$ cat config.mk
export PLATFORM = sky130hd
export DESIGN_NAME = count_arbiter
export DESIGN_NICKNAME = d
export VERILOG_FILES = /design/src/rtl/count_arbiter.sv
export SDC_FILE = /design/constraint.sdc
export NUM_CORES = 1
export LEC_CHECK = 0
export BUFFER_PORTS_ARGS = -buffer_cell sky130_fd_sc_hd__buf_4
export CELL_PAD_IN_SITES_DETAIL_PLACEMENT = 1
export CELL_PAD_IN_SITES_GLOBAL_PLACEMENT = 1
export CORE_MARGIN = 2
export CORE_UTILIZATION = 25
export CTS_CLUSTER_SIZE = 10
export DETAILED_ROUTE_END_ITERATION = 7
export PLACE_DENSITY_LB_ADDON = 0.08
export SKIP_LAST_GASP = 1
export SLEW_MARGIN = 20
export SYNTH_ARGS = -nofsm -noshare
export SYNTH_HDL_FRONTEND = slang
export SYNTH_SLANG_ARGS = --single-unit
$ cat constraint.sdc
create_clock -name clk -period 1.7 [get_ports clk]
set_input_delay 0.17 -clock clk [delete_from_list [all_inputs] [get_ports clk]]
set_output_delay 0.17 -clock clk [all_outputs]
set_load 0.02 [all_outputs]
$ cat src/rtl/count_arbiter.sv
// count_arbiter: two requesters share one WIDTH-bit up-counter. A round-robin
// pointer resolves contention, each window counts from 0 up to the owner's
// latched target, and completion is flagged by a one-cycle done pulse.
// Handshake: reqN is held high for the whole window; grant marks the owner
// from the edge after the request until the completion/abort edge, and doneN
// pulses for one cycle only on a completion (never on abort or reset).
module count_arbiter #(
    parameter int WIDTH = 4
) (
    input  logic             clk,
    input  logic             reset,
    input  logic             req0,
    input  logic             req1,
    input  logic [WIDTH-1:0] target0,
    input  logic [WIDTH-1:0] target1,
    input  logic             pause,
    output logic [1:0]       grant,
    output logic             busy,
    output logic             done0,
    output logic             done1,
    output logic [WIDTH-1:0] counter_out,
    output logic             dbg_state
);

    typedef enum logic {IDLE = 1'b0, RUN = 1'b1} state_t;

    state_t           r_state, w_state_nx;
    logic             r_owner, w_owner_nx;
    logic             r_ptr, w_ptr_nx;
    logic             r_cool, w_cool_nx;
    logic [WIDTH-1:0] r_target, w_target_nx;
    logic [WIDTH-1:0] r_cnt, w_cnt_nx;
    logic [1:0]       r_grant, w_grant_nx;
    logic             r_done0, w_done0_nx;
    logic             r_done1, w_done1_nx;
    logic             w_pick;
    logic             w_own_req;

    // State and registered outputs; reset wins over everything.
    always_ff @(posedge clk) begin
        if (reset) begin
            r_state  <= IDLE;
            r_owner  <= 1'b0;
            r_ptr    <= 1'b0;
            r_cool   <= 1'b0;
            r_target <= '0;
            r_cnt    <= '0;
            r_grant  <= 2'b00;
            r_done0  <= 1'b0;
            r_done1  <= 1'b0;
        end else begin
            r_state  <= w_state_nx;
            r_owner  <= w_owner_nx;
            r_ptr    <= w_ptr_nx;
            r_cool   <= w_cool_nx;
            r_target <= w_target_nx;
            r_cnt    <= w_cnt_nx;
            r_grant  <= w_grant_nx;
            r_done0  <= w_done0_nx;
            r_done1  <= w_done1_nx;
        end
    end

    // Arbitration, counting, completion and abort decisions.
    always_comb begin
        w_state_nx  = r_state;
        w_owner_nx  = r_owner;
        w_ptr_nx    = r_ptr;
        w_cool_nx   = 1'b0;
        w_target_nx = r_target;
        w_cnt_nx    = r_cnt;
        w_grant_nx  = r_grant;
        w_done0_nx  = 1'b0;
        w_done1_nx  = 1'b0;
        // With both requests up the pointer decides; otherwise the lone requester.
        w_pick      = (req0 && req1) ? r_ptr : req1;
        w_own_req   = r_owner ? req1 : req0;

        case (r_state)
            IDLE: begin
                // r_cool forces one quiet IDLE cycle after every window ends.
                if (!r_cool && (req0 || req1)) begin
                    w_state_nx  = RUN;
                    w_owner_nx  = w_pick;
                    w_ptr_nx    = ~w_pick;
                    w_cnt_nx    = '0;
                    w_target_nx = w_pick ? target1 : target0;
                    w_grant_nx  = w_pick ? 2'b10 : 2'b01;
                end
            end
            RUN: begin
                if (!w_own_req) begin
                    // Abort outranks completion: no done pulse.
                    w_state_nx = IDLE;
                    w_grant_nx = 2'b00;
                    w_cool_nx  = 1'b1;
                end else if (r_cnt == r_target) begin
                    w_state_nx = IDLE;
                    w_grant_nx = 2'b00;
                    w_cool_nx  = 1'b1;
                    w_done0_nx = ~r_owner;
                    w_done1_nx = r_owner;
                end else if (!pause) begin
                    w_cnt_nx = r_cnt + WIDTH'(1);
                end
            end
            default: begin
                w_state_nx = IDLE;
                w_grant_nx = 2'b00;
            end
        endcase
    end

    assign grant       = r_grant;
    assign busy        = (r_state == RUN);
    assign done0       = r_done0;
    assign done1       = r_done1;
    assign counter_out = r_cnt;
    assign dbg_state   = r_state;

endmodule

# Word level (Yosys, flattened, before mapping)
# Index checks and enable logic that the tools add are counted.
# Widths: inputs -> output; s select.
# totals
register_bits	16
inputBits	13
# op_classes
addsub	1
n_eq_ne	6
muxes	19
bitwise	5
reduce_logical	9
# op_table
op	count
$mux 4	5
$mux 2	4
$pmux 4 s2	1
$mux 1	7
$ne 2x2->1 const B	3
$not 1->1	5
$add 4x1->4 const B	1
$eq 4x4->1	1
$pmux 2 s2	1
$reduce_and 2->1	2
$reduce_and 4->1	1
$reduce_or 4->1	1
$ne 3x2->1 const B	1
$logic_and 1x1->1	2
$ne 2x1->1 const B	1
$pmux 1 s2	1
$reduce_or 2->1	1
$logic_not 1->1	1
$logic_or 1x1->1	1

# Depth between registers and ports, before layout
# Gate-level depths: netlist (run 1).
# depth
depth_word	5
mapped_depth	5

# Worst setup path before layout (run 1)
# No wires, ideal clock.
# synth_timing
path_kind	flip-flop to flip-flop
start	reg r_cnt[1] (netlist: counter_out[1])
end	reg r_grant[0] (netlist: grant[0])
setup_ns	0.132
arrival_time_ns	1.374
slack_ns	0.194
stages_incl_launch_ff	6
cell_sequence	dfxtp_1 -> xor2_1 -> o41ai_2 -> buf_6 -> a211o_1 -> a21oi_1
# synth_between
elab_chain_len	3
# synth_rtl
item	line	source
start: declaration	32	logic [WIDTH-1:0] r_cnt, w_cnt_nx;
start signal: assignment	57	r_cnt <= w_cnt_nx;
$eq 4x4->1	97	end else if (r_cnt == r_target) begin
$ne 3x2->1 (no source line)	-	
$reduce_and 2->1 (no source line)	-	
end signal: assignment	58	r_grant <= w_grant_nx;
end: declaration	33	logic [1:0] r_grant, w_grant_nx;
# Every way passes these cells.
# A chain may end at the register's enable or synchronous reset.

# Worst setup path in the final report (run 1)
# layout_timing
start	reg r_cnt[0] (netlist: counter_out[0])
end	reg r_cnt[2] (netlist: counter_out[2])
# layout_between
elab_chain_len	5
# layout_rtl
item	line	source
$add 4x1->4	104	w_cnt_nx = r_cnt + WIDTH'(1);
$mux 4	103	end else if (!pause) begin
$mux 4	97	
$mux 4	92	if (!w_own_req) begin
$pmux 4 s2	79	case (r_state)
# Several ways; a longest one is shown, not always the timed one. The select of a mux whose other input is x is not followed.

==> flow_summary.toml, run 1 <==
[logic_synthesis]
synth_cell_types = 32
synthCells = 77
synthTopCellsByArea = "dfxtp_1 (43%), mux2i_1 (5.4%), xor2_1 (4.7%)"
syn_area_per_cell_um2 = 9.60
yosysTopAreaCellShare = 0.433
syn_area_um2 = 739
syn_nets = 91
ys_ff_latch = 16
ys_seq_area_frac = 0.433
ys.warnings.count = 0
synth_largest_area_cell = "dfxtp_1"

[critical_path]
crit_path_end_kind = "flip-flop"
rr_worst_depth = 5
crit_type = "reg -> reg"
r2r_setup_slack_ps = 120
crit_path_start_kind = "flip-flop"
r2r_end = "counter_out[2]"
cp.arrival_ps = 1800
cp_max_fo = 12
r2r-start = "counter_out[0]"
required_ps = 1920

[layout]
register_area_um2 = 320
drive_above_1_share = 0.324
multi_input_area_um2 = 373
nFillCells = 342
final_common_cell = "buf_4"
finalNonFillerCells = 133
diodes = 0
most-common-layout-cells = "buf_4 (25), dfxtp_1 (16), nor2_1 (6)"
area_growth_pct = 31.8
nets = 117

[clocking]
clk_pin_slew_ps = 90
tritoncts = "yes"
cts_buffers = 3
clk_path_buf_depth = 2
ctsHoldBuffers = 0
clock_latency_ps = 280
cts_setup_buffers = 0
cts.sinks = 16
root_buffer = "clkbuf_4"
htree_num_levels = 1
post_cts_resized = 0

[floorplan]
initial_core_util = 0.266
dieArea_um2 = 3410
core_area_um2 = 2780
num_rows = 19
boundaryPins = 23
chipHeight_um = 58.4
die_w_um = 58.4

[sta]
relSlewSlack = 0.753
final-setup-viol-count = 0
final_hold_viol_count = 0
skew_ps = 0.913
rsz0062_at_grt = "false"
fmax_mhz = 633
setup_ws_ps = 120
tightest_slew_ps = 370
slew_viol_final = 0
period_needed_ps = 1580
setup_tns_ps = 0
post-route-period-util = 0.929

[power_and_ir_drop]
power.leakage_nw = 0.436
vdd_drop_max_mv = 0.367
cellPowerDensity_nw_per_um2 = 939
p_total_mw = 0.915

[drt]
drt_iter0_drc = 19
ant_nets = 0
dr.pass1.iters = 2
drt-total-wl_um = 1800
remaining_drc_errors = 0
avgViaCountPerCell = 5.05
vias = 671
avgRoutedWirePerCell_um = 13.6

[place]
numPortBuffers = 22
post-place-cells = 129
dp_slack_ps = 140
gp_congestion = 0.725
place.detailed.hpwl_um = 1370

[min_path]
hold_path_depth = 3
min-delay-start = "req0"
whs_endpoint = "done0"
hold_class = "in -> reg"

[global_routing]
overflow = 0
grt_pass1_vias = 708
grt_first_pass_wirelength_um = 3330
track_usage = 0.127
grt_start_max_net_pins = 14
antenna_found_initial = 0

[flow_run]
drv_cap = 0

[status]
status = "complete, no violations"
[routing by layer]
| metal | routed length, µm | up-vias | global-route usage |
|---|---|---|---|
| met4 | 17 | 0 | 0.0565 |
| met2 | 866 | 12 | 0.209 |
| met1 | 832 | 321 | 0.155 |
| li1 | - | 336 | - |
| met3 | 87 | 2 | 0.0352 |
| met5 | 0 | - | 0 |
[sequential cells by signal, indices dropped and copies added, names as in the netlist]
name / cells
r_owner: 1
done0: 1
counter_out: 4
r_cool: 1
r_ptr: 1
r_target: 4
busy: 1
done1: 1
grant: 2
[worst max-delay path: stages, from the launching register on]
cell	delay, ps
dfxtp_1	440
xor2_1	230
o41ai_2	110
buf_4	180
or4_1	400
a21oi_1	150
[Yosys cell counts (all sizes together)]
| library cell | n |
|---|---|
| dfxtp | 16 |
| nor2 | 6 |
| inv | 5 |
| nand2 | 5 |
| a211oi | 4 |
| a21oi | 4 |
| mux2i | 4 |
| xor2 | 4 |
| buf | 3 |
| o41ai | 3 |
| nand3 | 2 |
| o2111ai | 2 |
| o21ai | 2 |
| o311ai | 2 |
| or4 | 2 |
| a211o | 1 |
| a221oi | 1 |
| clkbuf | 1 |
| ha | 1 |
| mux2 | 1 |
| nand2b | 1 |
| nor2b | 1 |
| nor3 | 1 |
| nor4 | 1 |
| o211a | 1 |
| o21a | 1 |
| o22ai | 1 |
| or2 | 1 |
[worst max-delay path by stage]
stage,startpoint,to,slack [ps],depth (start not counted)
2_1_floorplan,counter_out[1],grant[0],190,5
3_3_place_gp,counter_out[0],counter_out[3],190,5
3_5_place_dp,counter_out[0],counter_out[3],140,5
4_1_cts,counter_out[0],counter_out[3],120,5
5_1_grt,counter_out[0],counter_out[2],20,5
6_report,counter_out[0],counter_out[2],120,5
[power by group]
group	switching, mW	leakage (nW)	internal (mW)
Combinational	0.129	0.284	0.0969
Sequential	0.0302	0.131	0.409
Clock	0.120	0.0210	0.130
Total	0.279	0.436	0.636
[area by class of cell]
cell class | instances | share of cell area
Multi-Input combinational cell | 52 | 0.383
Tap cell | 31 | 0.0398
Sequential cell | 16 | 0.329
Clock buffer | 4 | 0.0372
Inverter | 5 | 0.0193
Timing Repair Buffer | 25 | 0.193
[logic make-up (layout without fill, tap and decap cells)]
group | Yosys count | in the layout | synth area share
AOI/OAI and AO/OA | 22 | 22 | 0.240
xor gates and xnor gates | 4 | 4 | 0.0474
adders and majority gates | 1 | 1 | 0.0169
buffers and inverters | 9 | 34 | 0.0626
DFF | 16 | 16 | 0.433
muxes | 5 | 5 | 0.0694
and+or+nand+nor | 20 | 20 | 0.130
[per-stage QoR]
step            util  hold slack, ps  area [µm²]
6_report       0.350             156         975
5_1_grt        0.350             148         975
4_1_cts        0.350             139         975
3_5_place_dp   0.337             461         938
3_3_place_gp   0.337             458         938
2_1_floorplan      -             271         739
Power figures use the tool's default switching activity.
==> inputs of run 2 (changes only) <==
ABC_AREA = 1   (was unset)
GPL_ROUTABILITY_DRIVEN = 0   (was unset)
==> run 2 against run 1 <==
Clock skew rose by 1.3 ps. First-iteration DRC count rose by 11%. Count of clock-buffer cells in the layout stayed put. Die area up 7.6%. Combinational power is 49% higher. Non-clock buffer count shrank 3. Critical path depth is the same. Hold slack got worse by 16 ps. Global-route usage grew 0.93 points. Total power up 15%. Sequential cell count unchanged. Final cell count increased by 37%. Largest cell class unchanged.
==> flow_summary.toml, run 2 <==
[status]
status = "complete, no violations"

[clocking]
clk_path_buf_depth = 2
htree_num_levels = 1
tritoncts = "yes"
root_buffer = "clkbuf_4"
cts.sinks = 16
clock_latency_ps = 290
clk_pin_slew_ps = 100
cts_buffers = 3

[sta]
rsz0062_at_grt = "false"
fmax_mhz = 674
setup_tns_ps = 0
slew_viol_final = 0
skew_ps = 2.26
final_hold_viol_count = 0
setup_ws_ps = 216
final-setup-viol-count = 0
hold-worst-slack_ps = 140
tightest_slew_ps = 530
post-route-period-util = 0.873
period_needed_ps = 1480
relSlewSlack = 0.646

[logic_synthesis]
syn_nets = 129
synth.most_common_cell = "nand2_1"
yosys-top-cells-count = "nand2_1 (37), dfxtp_1 (16), inv_1 (15), nor2_1 (15), a21oi_1 (5)"
synth-edff-count = 0
yosysTopAreaCellShare = 0.401
syn_area_um2 = 800
synthCells = 115
synth_cell_types = 24
ys.warnings.count = 0
ys.flop_type = "dfxtp_1"
synth_largest_area_cell = "dfxtp_1"
ys_ff_latch = 16
synthTopCellsByArea = "dfxtp_1 (40%), nand2_1 (17%), inv_1 (7.0%)"
async_reset_ff_frac = 0
ys_seq_area_frac = 0.401
syn_area_per_cell_um2 = 6.95

[drt]
ant_nets = 0
drt_iter0_drc = 21
avgViaCountPerCell = 4.36
vias = 794
drt-total-wl_um = 2100
remaining_drc_errors = 0
dr.pass1.iters = 4
avgRoutedWirePerCell_um = 11.5

[floorplan]
chipHeight_um = 60.6
initial_core_util = 0.262
die_w_um = 60.6
num_rows = 20
boundaryPins = 23
dieArea_um2 = 3670
core_area_um2 = 3050

[critical_path]
rr_worst_depth = 5
r2r-start = "busy"
crit_path_end = "r_target[3]"
critical_path.cell_chain = "inv_1, nand2_1, nor2_4, nand2_1, a31oi_1"
crit_type = "reg -> reg"
path_common_cell = "nand2_1"
crit_path_start_kind = "flip-flop"
cpPeakStageDelay_ps = 390
r2r_end = "r_target[3]"
cp_max_fo = 11
cp_slowest_cell = "dfxtp_1"
crit_path_end_kind = "flip-flop"
r2r_setup_slack_ps = 220
crit_start = "busy"
cp.arrival_ps = 1700
required_ps = 1920

[global_routing]
overflow = 0
gr-usage-met1 = 0.179
track_usage = 0.137
grt_first_pass_wirelength_um = 3690
busiest_layer = "met2"
grt_start_max_net_pins = 13
grt_pass1_vias = 810
grt.met3_usage = 0.0192
grtUsageMet2 = 0.222
antenna_found_initial = 0

[power_and_ir_drop]
cellPowerDensity_nw_per_um2 = 1010
vdd_drop_max_mv = 0.397
power.leakage_nw = 0.470

[layout]
register_area_um2 = 320
most-common-layout-cells = "nand2_1 (37), buf_4 (22), dfxtp_1 (16)"
nFillCells = 416
diodes = 0
multi_input_area_um2 = 402
fin_util = 0.340
area_growth_pct = 29.9
final_common_cell = "nand2_1"
drive_above_1_share = 0.254
final_area_um2 = 1040
nets = 153

[min_path]
hold_class = "in -> reg"

[place]
numPortBuffers = 22
place.detailed.hpwl_um = 1690
post_dp_cell_area_um2 = 997
dp_slack_ps = 192

[flow_run]
drv_cap = 0
[run 2: metrics by stage]
step,cells,total power [mW]
6_report,182,1.05
5_1_grt,182,1.14
4_1_cts,182,1.07
3_5_place_dp,178,0.808
3_3_place_gp,178,0.801
2_1_floorplan,115,0.700
[run 2: worst min path at each step]
stage	start	end	slack, ps	cells after the start
2_1_floorplan	reset	r_ptr	250	1
3_3_place_gp	target1[2]	r_target[2]	440	3
4_1_cts	reset	r_target[0]	130	2
6_report	reset	counter_out[2]	140	2
5_1_grt	reset	grant[0]	130	2
3_5_place_dp	target1[0]	r_target[0]	450	3
[run 2: layer usage]
layer | vias up | wire length [µm]
li1 | 406 | -
met1 | 371 | 978
met2 | 13 | 1010
met3 | 4 | 74
met4 | 0 | 35
met5 | - | 0
[run 2: repair_timing]
action	CTS	global route
buffers inserted	0	0
resized for setup	0	1
setup endpoints to repair	0	4
hold buffers	0	0
[run 2: cells by family (layout without fill, tap and decap cells)]
kind of cell	count (synthesis)	count (layout)	synth area share
flops	16	16	0.401
simple gates	63	63	0.352
compound gates	15	15	0.117
fa+ha+maj	1	1	0.0156
buf+inv	19	42	0.103
xor+xnor	1	1	0.0110
[run 2: cell type report]
cell class / instances / area share
Multi-Input combinational cell: 80 / 0.387
Sequential cell: 16 / 0.308
Timing Repair Buffer: 22 / 0.159
Inverter: 16 / 0.0578
Tap cell: 44 / 0.0530
Clock buffer: 4 / 0.0349
[run 2: critical path, delay by kind of cell (launching register included)]
kind,cells,cell delay [ps]
buf+inv,1,170
compound gates,1,160
flops,1,390
simple gates,3,680
[run 2: where the power goes]
group	switching, mW	internal, mW	total (mW)
Combinational	0.208	0.127	0.335
Sequential	0.0435	0.418	0.461
Clock	0.125	0.130	0.256
==> inputs of run 3 (changes only) <==
ABC_AREA = unset   (was 1)
BUFFER_PORTS_ARGS = unset   (was -buffer_cell sky130_fd_sc_hd__buf_4)
DONT_BUFFER_PORTS = 1   (was unset)
clock period = 1.77 ns   (was 1.7 ns; I/O delays follow)
==> run 3 against run 2 <==
Non-clock buffer count shrank 14. Hold slack lost 130 ps. Setup slack gained 45 ps. Combinational power shrank 46%. Final cell count shrank 37%.
==> flow_summary.toml, run 3 (same netlist as run 1, synthesis figures left out) <==
[min_path]
hold_class = "in -> reg"
min-delay-start = "req1"

[floorplan]
core_area_um2 = 2780
die_w_um = 58.4
dieArea_um2 = 3410
num_rows = 19
chipHeight_um = 58.4
initial_core_util = 0.266
boundaryPins = 23

[layout]
diodes = 0
nets = 100
finalNonFillerCells = 115
fin_util = 0.301
most-common-layout-cells = "dfxtp_1 (16), nor2_1 (6), buf_4 (6)"
register_area_um2 = 320
multi_input_area_um2 = 373
final_area_um2 = 838
final_common_cell = "dfxtp_1"
area_growth_pct = 13.4
drive_above_1_share = 0.155
nFillCells = 329

[sta]
final_hold_viol_count = 0
period_needed_ps = 1510
skew_ps = 1.58
setup_tns_ps = 0
relSlewSlack = 0.694
fmax_mhz = 662
setup_ws_ps = 260
post-route-period-util = 0.853
final-setup-viol-count = 0
hold-worst-slack_ps = 14.7
tightest_slew_ps = 458
slew_viol_final = 0
rsz0062_at_grt = "false"

[critical_path]
cp_max_fo = 12
crit_path_start_kind = "flip-flop"
cp.arrival_ps = 1720
required_ps = 1980
r2r-start = "counter_out[1]"
crit_type = "reg -> reg"
crit_start = "counter_out[1]"
crit_path_end_kind = "flip-flop"

[place]
place.detailed.hpwl_um = 1380
dp_slack_ps = 276
post-place-cells = 110
numPortBuffers = 0
post_dp_cell_area_um2 = 796

[clocking]
clk_path_buf_depth = 2
clock_latency_ps = 280
root_buffer = "clkbuf_4"
cts.sinks = 16
tritoncts = "yes"
htree_num_levels = 1
cts_setup_buffers = 0
clk_pin_slew_ps = 90
post_cts_resized = 0
cts_buffers = 3

[power_and_ir_drop]
pwr-share-comb = 0.227
p_seq_frac = 0.534
vdd_drop_max_mv = 0.390
cellPowerDensity_nw_per_um2 = 952
power.leakage_nw = 0.342
p_sw_mw = 0.258
p_clk_frac = 0.239
swShare = 0.323
p_int_mw = 0.540
p_total_mw = 0.798

[drt]
drt-total-wl_um = 1840
ant_nets = 0
avgViaCountPerCell = 5.30
vias = 610
avgRoutedWirePerCell_um = 16.0
drt_iter0_drc = 18
dr.pass1.iters = 2
remaining_drc_errors = 0

[status]
status = "complete, no violations"

[global_routing]
track_usage = 0.121
grt_first_pass_wirelength_um = 3080
grt_pass1_vias = 681
grt_start_max_net_pins = 13
antenna_found_initial = 0
overflow = 0

[flow_run]
drv_cap = 0
-- run 3: changes by cell type in the layout (fill, tap and decap cells not counted), sizes merged, moves of 3 or more --
cell / delta
a31oi: -4
mux2i: +4
nand2: -34
buf: -16
xor2: +4
nor2: -12
o41ai: +3
inv: -11
-- run 3: path summary, 6_finish.rpt --
path | to | slack [ps] | depth (start not counted)
worst max-delay path | counter_out[3] | 260 | 5
worst min-delay path | done1 | 10 | 2
worst max register to register | counter_out[3] | 260 | 5
worst min register to register | done1 | 490 | 2
-- run 3: layer usage --
metal  vias up  global-route usage  part of all wire
met2        12               0.213              0.49
met4         0              0.0299            0.0092
met5         -                   0                 0
li1        304                   -                 -
met1       292               0.136              0.46
met3         2              0.0462             0.046
-- run 3: final cells by class --
class	count	share of cell area
timing repair buffer	8	0.0776
tap	31	0.0463
multi-input combinational	52	0.445
clock buffer	3	0.0269
inverter	5	0.0224
sequential	16	0.382
-- run 3: what timing repair did --
item / 4_1_cts / 5_1_grt
endpoints found under the hold margin: 11 / 1
hold buffers: 1 / 1
endpoints found under the setup margin: 0 / 0
-- run 3: worst max-delay path, cell delays in order (launching register included) --
cell,delay [ps]
dfxtp_1,380
xor2_1,230
o41ai_2,110
buf_4,180
or4_1,400
a21oi_1,150
-- run 3: power groups by stage --
stage	Combinational, mW	Sequential, mW	Clock (mW)
final	0.181	0.426	0.191
after global routing	0.208	0.432	0.219
after CTS	0.185	0.428	0.205
after detailed placement	0.178	0.436	0
after global placement	0.175	0.436	0
after floorplan	0.142	0.436	0
